**src/rtl/vga_driver.sv**
```systemverilog
// vga_driver: 640x480@60 VGA timing from a 50 MHz clock with a 25 MHz pixel enable.
// Mode 0 fills the screen with a latched colour; mode 1 draws a button-steered 32x32 white square.
module vga_driver (
    input  logic sysclk,
    input  logic rst_n,
    input  logic change_button,
    input  logic R,
    input  logic G,
    input  logic B,
    input  logic set,
    input  logic North,
    input  logic South,
    input  logic East,
    input  logic West,
    output logic VGA_R,
    output logic VGA_G,
    output logic VGA_B,
    output logic VGA_HS,
    output logic VGA_VS
);

    localparam logic [9:0] H_VISIBLE    = 10'd640;
    localparam logic [9:0] H_SYNC_START = 10'd656;
    localparam logic [9:0] H_SYNC_END   = 10'd752;
    localparam logic [9:0] H_LAST       = 10'd799;
    localparam logic [9:0] V_VISIBLE    = 10'd480;
    localparam logic [9:0] V_SYNC_START = 10'd490;
    localparam logic [9:0] V_SYNC_END   = 10'd492;
    localparam logic [9:0] V_LAST       = 10'd524;

    localparam logic [9:0] SQ_SIZE    = 10'd32;
    localparam logic [9:0] SQ_STEP    = 10'd16;
    localparam logic [9:0] SQ_X_MAX   = 10'd608;
    localparam logic [9:0] SQ_Y_MAX   = 10'd448;
    localparam logic [9:0] SQ_X_RESET = 10'd304;
    localparam logic [9:0] SQ_Y_RESET = 10'd224;

    localparam int unsigned IDX_CHANGE = 8;
    localparam int unsigned IDX_R      = 7;
    localparam int unsigned IDX_B      = 5;
    localparam int unsigned IDX_SET    = 4;
    localparam int unsigned IDX_NORTH  = 3;
    localparam int unsigned IDX_SOUTH  = 2;
    localparam int unsigned IDX_EAST   = 1;
    localparam int unsigned IDX_WEST   = 0;

    typedef enum logic {
        MODE_FILL   = 1'b0,
        MODE_SQUARE = 1'b1
    } mode_e;

    logic [8:0] async_in;
    logic [8:0] sync1_q, sync1_d;
    logic [8:0] sync2_q, sync2_d;
    logic [8:0] prev_q, prev_d;
    logic [8:0] rise;

    logic       pix_en_q, pix_en_d;
    logic [9:0] h_cnt_q, h_cnt_d;
    logic [9:0] v_cnt_q, v_cnt_d;

    mode_e      mode_q, mode_d;
    logic [2:0] colour_q, colour_d;
    logic [9:0] sq_x_q, sq_x_d;
    logic [9:0] sq_y_q, sq_y_d;

    logic       hs_q, hs_d;
    logic       vs_q, vs_d;
    logic [2:0] rgb_q, rgb_d;
    logic       visible;
    logic       in_square;
    logic [2:0] pixel;

    assign async_in = {change_button, R, G, B, set, North, South, East, West};

    // Two-stage synchronizer followed by a one-register rising-edge detector.
    always_comb begin
        sync1_d = async_in;
        sync2_d = sync1_q;
        prev_d  = sync2_q;
        rise    = sync2_q & ~prev_q;
    end

    always_comb begin
        mode_d   = mode_q;
        colour_d = colour_q;
        sq_x_d   = sq_x_q;
        sq_y_d   = sq_y_q;

        if (rise[IDX_CHANGE]) begin
            mode_d = (mode_q == MODE_FILL) ? MODE_SQUARE : MODE_FILL;
        end
        if (rise[IDX_SET]) begin
            colour_d = sync2_q[IDX_R:IDX_B];
        end

        // Opposing edges in the same cycle cancel; moves saturate at the screen bounds.
        if (mode_q == MODE_SQUARE) begin
            if (rise[IDX_NORTH] && !rise[IDX_SOUTH]) begin
                sq_y_d = (sq_y_q < SQ_STEP) ? '0 : sq_y_q - SQ_STEP;
            end else if (rise[IDX_SOUTH] && !rise[IDX_NORTH]) begin
                sq_y_d = (sq_y_q > SQ_Y_MAX - SQ_STEP) ? SQ_Y_MAX : sq_y_q + SQ_STEP;
            end
            if (rise[IDX_WEST] && !rise[IDX_EAST]) begin
                sq_x_d = (sq_x_q < SQ_STEP) ? '0 : sq_x_q - SQ_STEP;
            end else if (rise[IDX_EAST] && !rise[IDX_WEST]) begin
                sq_x_d = (sq_x_q > SQ_X_MAX - SQ_STEP) ? SQ_X_MAX : sq_x_q + SQ_STEP;
            end
        end
    end

    always_comb begin
        pix_en_d = ~pix_en_q;
        h_cnt_d  = h_cnt_q;
        v_cnt_d  = v_cnt_q;
        if (pix_en_q) begin
            if (h_cnt_q == H_LAST) begin
                h_cnt_d = '0;
                v_cnt_d = (v_cnt_q == V_LAST) ? '0 : v_cnt_q + 10'd1;
            end else begin
                h_cnt_d = h_cnt_q + 10'd1;
            end
        end
    end

    always_comb begin
        visible   = (h_cnt_q < H_VISIBLE) && (v_cnt_q < V_VISIBLE);
        in_square = (h_cnt_q >= sq_x_q) && (h_cnt_q < sq_x_q + SQ_SIZE) &&
                    (v_cnt_q >= sq_y_q) && (v_cnt_q < sq_y_q + SQ_SIZE);
        pixel     = '0;
        if (visible) begin
            if (mode_q == MODE_SQUARE) begin
                pixel = in_square ? '1 : '0;
            end else begin
                pixel = colour_q;
            end
        end

        hs_d  = hs_q;
        vs_d  = vs_q;
        rgb_d = rgb_q;
        if (pix_en_q) begin
            hs_d  = !((h_cnt_q >= H_SYNC_START) && (h_cnt_q < H_SYNC_END));
            vs_d  = !((v_cnt_q >= V_SYNC_START) && (v_cnt_q < V_SYNC_END));
            rgb_d = pixel;
        end
    end

    always_ff @(posedge sysclk or negedge rst_n) begin
        if (!rst_n) begin
            sync1_q  <= '0;
            sync2_q  <= '0;
            prev_q   <= '0;
            pix_en_q <= 1'b0;
            h_cnt_q  <= '0;
            v_cnt_q  <= '0;
            mode_q   <= MODE_FILL;
            colour_q <= '0;
            sq_x_q   <= SQ_X_RESET;
            sq_y_q   <= SQ_Y_RESET;
            hs_q     <= 1'b1;
            vs_q     <= 1'b1;
            rgb_q    <= '0;
        end else begin
            sync1_q  <= sync1_d;
            sync2_q  <= sync2_d;
            prev_q   <= prev_d;
            pix_en_q <= pix_en_d;
            h_cnt_q  <= h_cnt_d;
            v_cnt_q  <= v_cnt_d;
            mode_q   <= mode_d;
            colour_q <= colour_d;
            sq_x_q   <= sq_x_d;
            sq_y_q   <= sq_y_d;
            hs_q     <= hs_d;
            vs_q     <= vs_d;
            rgb_q    <= rgb_d;
        end
    end

    assign VGA_R  = rgb_q[2];
    assign VGA_G  = rgb_q[1];
    assign VGA_B  = rgb_q[0];
    assign VGA_HS = hs_q;
    assign VGA_VS = vs_q;

endmodule

```
**config.mk**
```make
export PLATFORM = sky130hd
export DESIGN_NAME = vga_driver
export DESIGN_NICKNAME = d
export VERILOG_FILES = /design/src/rtl/vga_driver.sv
export SDC_FILE = /design/constraint.sdc
export NUM_CORES = 1
export LEC_CHECK = 0
export BUFFER_PORTS_ARGS = -buffer_cell sky130_fd_sc_hd__buf_2
export CAP_MARGIN = 20
export CORE_MARGIN = 5
export CORE_UTILIZATION = 35
export CTS_BUF_LIST = sky130_fd_sc_hd__clkbuf_8
export CTS_CLUSTER_SIZE = 30
export DETAILED_ROUTE_END_ITERATION = 7
export GPL_TIMING_DRIVEN = 0
export PLACE_DENSITY_LB_ADDON = 0.3
export SYNTH_ARGS = -nofsm -noshare
export SYNTH_HDL_FRONTEND = slang
export SYNTH_SLANG_ARGS = --single-unit
export TNS_END_PERCENT = 100
```
**constraint.sdc**
```tcl
create_clock -name sysclk -period 3.1 [get_ports sysclk]
set_clock_uncertainty 0.05 [all_clocks]
set_input_delay 0.465 -clock sysclk [delete_from_list [all_inputs] [get_ports sysclk]]
set_output_delay 0.465 -clock sysclk [all_outputs]
set_load 0.005 [all_outputs]
```
### Yosys cells after proc, flatten, opt, wreduce, memory -nomap -nowiden

Cells that the tools add are included.

| storage, ports and cells | value |
|---|---|
| word-level logic and storage cells | 75 |
| bits in read-only memories | 0 |
| register bits | 77 |
| bits in writable memories | 0 |
| output and inout bits | 5 |
| bits in latches | 0 |
| memories kept | 0 |

| operators by class | value |
|---|---|
| $lt $le $gt $ge | 14 |
| equal/unequal tests | 2 |
| muxes and demuxes | 14 |
| bitwise operators | 3 |
| div/mod/pow operators | 0 |
| reductions and logical operators | 21 |
| $add $sub $neg | 8 |
| shifts and indexed selects | 0 |
| multiply operators | 0 |

Operators with widths:

| kind | count |
|---|---|
| $mux W10 | 10 |
| $add A10 B1 Y10 const B | 2 |
| $add A10 B5 Y10 const B | 2 |
| $add A10 B6 Y10 const B | 2 |
| $eq A10 B10 Y1 const B | 2 |
| $ge A10 B10 Y1 | 2 |
| $lt A10 B10 Y1 | 2 |
| $lt A10 B10 Y1 const B | 2 |
| $lt A10 B5 Y1 const B | 2 |
| $lt A10 B9 Y1 const B | 2 |
| $sub A10 B5 Y10 const B | 2 |
| $ge A10 B10 Y1 const B | 1 |
| $ge A10 B9 Y1 const B | 1 |
| $gt A10 B10 Y1 const B | 1 |
| $gt A10 B9 Y1 const B | 1 |
| $logic_and A1 B1 Y1 | 10 |
| $and A9 B9 Y9 | 1 |
| $mux W3 | 3 |
| $not A9 Y9 | 1 |
| $logic_not A1 Y1 | 6 |
| $reduce_and A2 Y1 | 3 |
| $reduce_bool A2 Y1 | 2 |
| $mux W1 | 1 |
| $not A1 Y1 | 1 |

### Longest topological paths before layout

Gate-level depths: netlist of the first run.

| depth | value |
|---|---|
| depth after elaboration | 8 |
| depth in mapped cells | 10 |
| depth with buffers taken out | 9 |

### Least setup slack after synthesis of the first run

OpenSTA, ideal clock, no wires.

| timing path | value |
|---|---|
| path kind | flip-flop to flip-flop |
| start | register sq_y_q[7] |
| end | register rgb_q[0] |
| library setup time | 0.067 ns |
| data required time | 2.983 ns |
| setup slack | 0.661 ns |
| stages on the path, launching flop included | 10 |
| period minus slack after synthesis | 2.439 ns |
| arrival time | 2.322 ns |
| path buffers | 1 |
| path through | dfstp_2 > clkbuf_1 > nand3_1 > xnor2_1 > ha_1 > a22oi_1 > o21ai_0 > or3_1 > nor4_1 > a221o_1 |

| between the ends | value |
|---|---|
| word-level cells in the longest chain between the ends | 6 |
| elaborated cells on any way between the ends | 8 |

RTL lines:

| item | RTL line | text |
|---|---|---|
| from (decl) | 65 | `logic [9:0] sq_y_q, sq_y_d;` |
| from (signal assigned) | 174 | `sq_y_q <= sq_y_d;` |
| $add A10 B6 Y10 / $ge A10 B10 Y1 (equally long branches) | 129 | `(v_cnt_q >= sq_y_q) && (v_cnt_q < sq_y_q + SQ_SIZE);` |
| $lt A10 B10 Y1 / $logic_and A1 B1 Y1 (equally long branches) | 129, 128 |  |
| $logic_and A1 B1 Y1 (*) | 129 |  |
| $mux W3 (*) | 133 | `pixel = in_square ? '1 : '0;` |
| $mux W3 (*) | 132 | `if (mode_q == MODE_SQUARE) begin` |
| $mux W3 (*) | 131 | `if (visible) begin` |
| to (signal assigned) | 177 | `rgb_q <= rgb_d;` |
| to (decl) | 69 | `logic [2:0] rgb_q, rgb_d;` |

Mark *: on every way between the ends. The rest lies on a longest branch, timed or not.
A chain may end at the register's enable or synchronous reset.

### Final worst setup path of the first run

| timing path | value |
|---|---|
| start | register sq_y_q[7] |
| end | register rgb_q[1] |

The elaborated chain is that of the path after synthesis.

==> run_summary.xml, run 1 <==
<?xml version="1.0" encoding="UTF-8"?>
<metrics>
  <group name="synth">
    <metric name="syn_area" unit="sq um">3640</metric>
    <metric name="ys_top_cells_by_count" unit="">58 x dfrtp_1, 39 x ha_1, 27 x inv_1, 26 x o21ai_0, 18 x nor2_1</metric>
    <metric name="syn_nets" unit="">403</metric>
    <metric name="post_synth_inst_count" unit="">353</metric>
    <metric name="yosys.cell_types.count" unit="">55</metric>
    <metric name="ys_warn_count" unit="">0</metric>
    <metric name="netlist.top_cell.by_area" unit="">dfrtp_1</metric>
    <metric name="async_flop_share" unit="">1.00</metric>
    <metric name="synth-edff-count" unit="">0</metric>
    <metric name="ys_seq_elements" unit="">66</metric>
    <metric name="dominantRegCellSynth" unit="">dfrtp_1</metric>
    <metric name="yosysSeqAreaShare" unit="">0.457</metric>
    <metric name="syn_area_per_cell" unit="sq um">10.3</metric>
    <metric name="most_instantiated_library_cell_after_synthesis" unit="">dfrtp_1</metric>
    <metric name="post_synth_main_area_contributors" unit="">dfrtp_1 40%, ha_1 13%, dfstp_2 5.8%</metric>
    <metric name="synth.top_cell.area_share" unit="">0.399</metric>
  </group>
  <group name="clocking">
    <metric name="cts-resized-gates" unit="">0</metric>
    <metric name="clock-root-buffer" unit="">clkbuf_8</metric>
    <metric name="cts_tree" unit="">built</metric>
    <metric name="htree_levels" unit="">3</metric>
    <metric name="cts_hold_buffers" unit="">0</metric>
    <metric name="clock_sink_count" unit="">66</metric>
    <metric name="cts_made_buffers" unit="">9</metric>
    <metric name="post_cts.repair.setup_buffers" unit="">0</metric>
    <metric name="insertion_delay" unit="ps">350</metric>
    <metric name="clock_tree.buffer_depth" unit="">2</metric>
    <metric name="cts.clk_slew.worst_paths" unit="ps">80</metric>
  </group>
  <group name="grt">
    <metric name="grt-ovfl-total" unit="">0</metric>
    <metric name="met2_track_demand_over_resource_in_global_routing" unit="">0.190</metric>
    <metric name="grt_start_max_net_pins" unit="">67</metric>
    <metric name="globalRouteMet3Util" unit="">0.0359</metric>
    <metric name="grt.total_usage" unit="">0.122</metric>
    <metric name="grt_first_pass_wirelength" unit="um">12500</metric>
    <metric name="grt.met1_usage" unit="">0.162</metric>
    <metric name="busiest_layer" unit="">met2</metric>
    <metric name="antenna_found_initial" unit="">0</metric>
    <metric name="vias_in_the_first_global_route" unit="">2636</metric>
  </group>
  <group name="setup_path">
    <metric name="delay_contributed_by_the_slowest_stage_of_the_critical_path" unit="ps">510</metric>
    <metric name="worst-path-buf-inv" unit="">1</metric>
    <metric name="path_delay_family" unit="">simple AND/OR/NAND/NOR gates</metric>
    <metric name="rrSetupSlack" unit="ps">220</metric>
    <metric name="worst_setup_path_end_kind" unit="">register</metric>
    <metric name="crit_arrival" unit="ps">3110</metric>
    <metric name="critical_path.slowest_cell" unit="">dfstp_2</metric>
    <metric name="crit_path_cell_trace" unit="">clkbuf_1 -&gt; nand3_1 -&gt; xnor2_1 -&gt; ha_1 -&gt; a22oi_1 -&gt; o21ai_0 -&gt; or3_1 -&gt; nor4_1 -&gt; a221o_1</metric>
    <metric name="cp-start-kind" unit="">register</metric>
    <metric name="cp.required" unit="ps">3330</metric>
    <metric name="timing.setup.critical_path_class" unit="">register to register</metric>
    <metric name="critical_path_peak_fanout" unit="">10</metric>
  </group>
  <group name="sta">
    <metric name="max_slew_headroom" unit="">0.391</metric>
    <metric name="finalHoldWorstSlack" unit="ps">152</metric>
    <metric name="grt_setup_unrepaired" unit="">false</metric>
    <metric name="final_worst_path_period_need" unit="ps">2880</metric>
    <metric name="hold_viol" unit="">0</metric>
    <metric name="setup_violations" unit="">0</metric>
    <metric name="slew_viol_final" unit="">0</metric>
    <metric name="max_freq" unit="MHz">348</metric>
    <metric name="setup_total_negative_slack" unit="ps">0</metric>
    <metric name="tightestPinTransition" unit="ps">902</metric>
    <metric name="post-route-period-util" unit="">0.928</metric>
  </group>
  <group name="route">
    <metric name="route.detailed.wl_per_inst" unit="um">13.9</metric>
    <metric name="route.vias.total" unit="">2694</metric>
    <metric name="detailedRoute.firstPassIterationCount" unit="">5</metric>
    <metric name="drc" unit="">0</metric>
    <metric name="final_antenna_net_count" unit="">0</metric>
    <metric name="finalWirelength" unit="um">7210</metric>
    <metric name="viasPerCell" unit="">5.18</metric>
    <metric name="drt-initial-drc-count" unit="">156</metric>
  </group>
  <group name="cells_and_area">
    <metric name="areaGrowthSynthToFinish" unit="%">13.1</metric>
    <metric name="filler_free_cell_count_of_the_finished_design" unit="">520</metric>
    <metric name="drive_gt1_frac" unit="">0.141</metric>
    <metric name="fin_nets" unit="">429</metric>
    <metric name="antennaDiodeCount" unit="">0</metric>
  </group>
  <group name="die">
    <metric name="start_util" unit="">0.355</metric>
    <metric name="die_area" unit="sq um">12500</metric>
    <metric name="die_width" unit="um">112</metric>
    <metric name="boundaryPins" unit="">16</metric>
    <metric name="core" unit="sq um">10200</metric>
    <metric name="die_y" unit="um">112</metric>
    <metric name="core.rowCount" unit="">37</metric>
  </group>
  <group name="power">
    <metric name="vdd_drop_max" unit="mV">0.325</metric>
    <metric name="powerDensity" unit="nW/um^2">655</metric>
    <metric name="p_leak" unit="nW">1.84</metric>
  </group>
  <group name="placement">
    <metric name="place.gp.congestion" unit="">0.831</metric>
    <metric name="dp.final_hpwl" unit="um">5020</metric>
    <metric name="place.detailed.instances" unit="">504</metric>
    <metric name="port_buffers" unit="">15</metric>
  </group>
  <group name="run_status">
    <metric name="outcome" unit="">finished, final reports clean</metric>
  </group>
  <group name="job">
    <metric name="drv_cap" unit="">0</metric>
  </group>
  <group name="hold_path">
    <metric name="worstHoldPathType" unit="">input pin to asynchronous set/reset pin</metric>
  </group>
</metrics>
==> worst register-to-register path: stages, from the launching register on <==
cell and delay (ps):
dfstp_2 510, clkbuf_1 360, nand3_1 160, xnor2_1 160, ha_1 300, a22oi_1 140
o21ai_0 90, or3_1 340, nor4_1 490, a221o_1 210
==> metal layers <==
| layer | vias to the layer above | routed length [um] |
|---|---|---|
| met3 | 11 | 284 |
| met2 | 49 | 3370 |
| met1 | 1299 | 3460 |
| met4 | 0 | 99 |
| li1 | 1335 | - |
| met5 | - | 0 |
==> worst paths after layout <==
| check | from | to | cells past startpoint |
|---|---|---|---|
| min in group sysclk | South | sync1_q[2] | 1 |
| worst min register to register | sync1_q[6] | prev_d[6] | 0 |
| worst max-delay path | sq_y_q[7] | rgb_q[1] | 9 |
| worst min-delay path | rst_n | sq_x_q[7] | 1 |
| worst max register to register | sq_y_q[7] | rgb_q[1] | 9 |
| max in group asynchronous | rst_n | prev_d[6] | 1 |
==> metrics by stage <==
| stage | util | power [mW] | area, sq um | setup WS [ps] |
|---|---|---|---|---|
| final | 0.402 | 2.69 | 4110 | 223 |
| after global routing | 0.402 | 2.88 | 4110 | 29.6 |
| after CTS | 0.402 | 2.72 | 4110 | 189 |
| after detailed placement | 0.380 | 1.88 | 3880 | 256 |
| after global placement | 0.379 | 1.86 | 3880 | 172 |
| after floorplan | - | 1.66 | 3640 | 661 |
==> layout make-up <==
type	instances	area (sq um)
sequential	66	1660
multi-input combinational	249	1830
clock buffer	10	138
fill	983	6120
tap	136	170
buffer	11	45.0
timing repair buffer	15	77.6
inverter	27	101
clock inverter	6	90.1
==> power by group <==
part           total [mW]  leakage [nW]  internal (mW)  switching (mW)
sequential           1.08         0.800          0.976           0.101
combinational       0.787         0.928          0.330           0.457
clock               0.831         0.112          0.476           0.355
==> logic make-up (layout without fill, tap and decap cells) <==
group	Yosys count	after routing	share of synthesized area
fa+ha+maj	39	39	0.134
xor+xnor	16	16	0.0385
flops	66	66	0.457
mux	3	3	0.00929
buf+inv	38	69	0.0403
compound gates	87	87	0.160
simple gates	104	104	0.161
==> placed cells by master, fill, tap and decap left out, drive strengths merged, types with 4 or more instances in the layout <==
cell,Yosys,final
nor3,5,5
inv,27,27
nor2,18,18
clkbuf,9,19
a31oi,5,5
o21ai,26,26
nand4,10,10
o211ai,4,4
o22ai,4,4
nand2,18,18
buf,2,17
nor4,4,4
xnor2,12,12
a21oi,15,15
ha,39,39
dfrtp,58,58
xor2,4,4
nand3,17,17
and3,4,4
dfstp,8,8
nor2b,7,7
nand2b,7,7
or3,5,5
==> registers in the layout, indices dropped and copies added (netlist names) <==
register,count
mode_q,1
v_cnt_q,10
pix_en_q,1
prev_q,6
prev_d,9
rgb_q,3
sq_x_q,6
sync1_q,9
sq_y_q,6
VGA_VS,1
VGA_HS,1
colour_q,3
h_cnt_q,10
No activity file was read; power rests on OpenSTA's default activity.
==> run 2, diff against run 1 <==
CORE_MARGIN = unset   (was 5)
==> run 2 against run 1 <==
Final area fell by 1.1%. Fmax increased by 4.5%. Critical path depth grew 1. Register-to-register slack improved by 120 ps. First-iteration DRC count shrank 18%. Total power is 6.2% lower. Die area fell by 14%. Global-route usage increased by 1.9 points. Largest cell class unchanged.
==> run_summary.xml, run 2 (synthesized netlist as in run 1, its figures left out) <==
<?xml version="1.0" encoding="UTF-8"?>
<metrics>
  <group name="setup_path">
    <metric name="worst_r2r_startpoint" unit="">sq_y_q[6]</metric>
    <metric name="cp.required" unit="ps">3340</metric>
    <metric name="worst_setup_path_end_kind" unit="">register</metric>
    <metric name="cp-start-kind" unit="">register</metric>
    <metric name="reg2regPathDepth" unit="">10</metric>
    <metric name="critical_path_peak_fanout" unit="">9</metric>
    <metric name="crit_arrival" unit="ps">2990</metric>
    <metric name="rrSetupSlack" unit="ps">350</metric>
    <metric name="timing.setup.critical_path_class" unit="">register to register</metric>
    <metric name="worstReg2RegEnd" unit="">rgb_q[1]</metric>
  </group>
  <group name="sta">
    <metric name="timing.final.ws_setup" unit="ps">346</metric>
    <metric name="tightestPinTransition" unit="ps">1000</metric>
    <metric name="final_worst_path_period_need" unit="ps">2750</metric>
    <metric name="max_freq" unit="MHz">363</metric>
    <metric name="grt_setup_unrepaired" unit="">false</metric>
    <metric name="max_slew_headroom" unit="">0.324</metric>
    <metric name="setup_total_negative_slack" unit="ps">0</metric>
    <metric name="post-route-period-util" unit="">0.888</metric>
    <metric name="slew_viol_final" unit="">0</metric>
    <metric name="setup_violations" unit="">0</metric>
    <metric name="hold_viol" unit="">0</metric>
  </group>
  <group name="route">
    <metric name="final_antenna_net_count" unit="">0</metric>
    <metric name="route.vias.total" unit="">2692</metric>
    <metric name="drt-initial-drc-count" unit="">128</metric>
    <metric name="route.detailed.wl_per_inst" unit="um">13.5</metric>
    <metric name="detailedRoute.firstPassIterationCount" unit="">4</metric>
    <metric name="finalWirelength" unit="um">6980</metric>
    <metric name="drc" unit="">0</metric>
    <metric name="viasPerCell" unit="">5.21</metric>
  </group>
  <group name="placement">
    <metric name="dp.final_hpwl" unit="um">4870</metric>
    <metric name="dpl_cell_area" unit="sq um">3880</metric>
    <metric name="place.gp.congestion" unit="">0.843</metric>
    <metric name="port_buffers" unit="">15</metric>
    <metric name="dp_worst_setup_slack" unit="ps">168</metric>
  </group>
  <group name="grt">
    <metric name="grt-ovfl-total" unit="">0</metric>
    <metric name="antenna_found_initial" unit="">0</metric>
    <metric name="grt_start_max_net_pins" unit="">67</metric>
    <metric name="grt.total_usage" unit="">0.141</metric>
    <metric name="grt_first_pass_wirelength" unit="um">12100</metric>
    <metric name="vias_in_the_first_global_route" unit="">2582</metric>
  </group>
  <group name="die">
    <metric name="core" unit="sq um">9910</metric>
    <metric name="die_area" unit="sq um">10800</metric>
    <metric name="core.rowCount" unit="">36</metric>
    <metric name="start_util" unit="">0.367</metric>
    <metric name="die_y" unit="um">104</metric>
    <metric name="boundaryPins" unit="">16</metric>
    <metric name="die_width" unit="um">104</metric>
  </group>
  <group name="clocking">
    <metric name="clock_tree.buffer_depth" unit="">2</metric>
    <metric name="insertion_delay" unit="ps">350</metric>
    <metric name="post_cts.repair.setup_buffers" unit="">0</metric>
    <metric name="clock-root-buffer" unit="">clkbuf_8</metric>
    <metric name="cts.clk_slew.worst_paths" unit="ps">70</metric>
    <metric name="cts_tree" unit="">built</metric>
    <metric name="clock_sink_count" unit="">66</metric>
    <metric name="cts_hold_buffers" unit="">0</metric>
    <metric name="htree_levels" unit="">3</metric>
    <metric name="cts_made_buffers" unit="">9</metric>
  </group>
  <group name="cells_and_area">
    <metric name="antennaDiodeCount" unit="">0</metric>
    <metric name="areaGrowthSynthToFinish" unit="%">11.9</metric>
    <metric name="fin_nets" unit="">429</metric>
    <metric name="post-route-cell-area" unit="sq um">4070</metric>
    <metric name="largest_registers" unit="">h_cnt_q (10), v_cnt_q (10)</metric>
    <metric name="most-common-layout-cells" unit="">58 x dfrtp_1, 39 x ha_1, 28 x inv_1</metric>
    <metric name="drive_gt1_frac" unit="">0.141</metric>
    <metric name="layout.cells.most_common" unit="">dfrtp_1</metric>
  </group>
  <group name="job">
    <metric name="drv_cap" unit="">0</metric>
  </group>
  <group name="power">
    <metric name="vdd_drop_max" unit="mV">0.377</metric>
    <metric name="powerDensity" unit="nW/um^2">621</metric>
    <metric name="p_leak" unit="nW">1.82</metric>
  </group>
  <group name="hold_path">
    <metric name="worstHoldPathType" unit="">input pin to asynchronous set/reset pin</metric>
  </group>
  <group name="run_status">
    <metric name="outcome" unit="">finished, final reports clean</metric>
  </group>
</metrics>
[run 2: changes by cell type in the layout (fill, tap and decap cells not counted)]
cell       change
inv_1          +1
clkbuf_8       +1
nor4_2         +1
clkinv_4       -1
bufinv_16      -2
nor4_1         -1
clkinv_2       +1
[run 2: layout make-up]
cell class	count	area (sq um)
flip-flops and latches	66	1660
inverters	27	101
clock inverters	5	30.0
clock buffers	11	151
multi-input cells	249	1830
well taps	133	166
fillers	984	5840
repair buffers	15	77.6
plain buffers	11	45.0
[run 2: how the worst max path moves through the flow]
stage,start,to,slack [ps],cells after the start
2_1_floorplan,sq_y_q[7],rgb_q[0],660,9
3_3_place_gp,sq_y_q[7],rgb_q[0],140,9
3_5_place_dp,sq_y_q[6],rgb_q[2],170,10
4_1_cts,sq_y_q[6],rgb_q[1],130,10
5_1_grt,sq_y_q[6],rgb_q[1],190,10
6_report,sq_y_q[6],rgb_q[1],350,10
[run 2: critical path: stages, from the launching register on]
cell and delay, ps:
dfstp_2 540, clkbuf_1 280, inv_1 150, ha_1 300
inv_1 50, ha_1 280, a21oi_1 140, o31a_1 160
o22ai_1 100, nor4_2 470, a221o_1 190
[run 2: repair_timing]
action	CTS	global route
setup endpoints to repair	0	3
endpoints found under the hold margin	0	0
resized for setup	0	1
[run 2: power breakdown]
part	internal [mW]	leakage, nW	switching [mW]	total [mW]
combinational	0.330	0.928	0.459	0.789
clock	0.329	0.0965	0.329	0.659
sequential	0.977	0.800	0.103	1.08
[run 2: routing by layer]
layer | share of wire | vias to the layer above | track usage
met4 | 0.021 | 0 | 0.0663
met5 | 0 | - | 0
met3 | 0.036 | 12 | 0.0401
li1 | - | 1330 | -
met1 | 0.50 | 1298 | 0.185
met2 | 0.44 | 52 | 0.213
[run 2: stage by stage]
stage	util	power, mW	hold slack (ps)	instances
floorplan	-	1.66	119	353
CTS	0.410	2.56	139	517
global placement	0.391	1.86	282	501
detailed placement	0.392	1.88	286	501
finish	0.410	2.53	157	517
global route	0.410	2.72	145	517
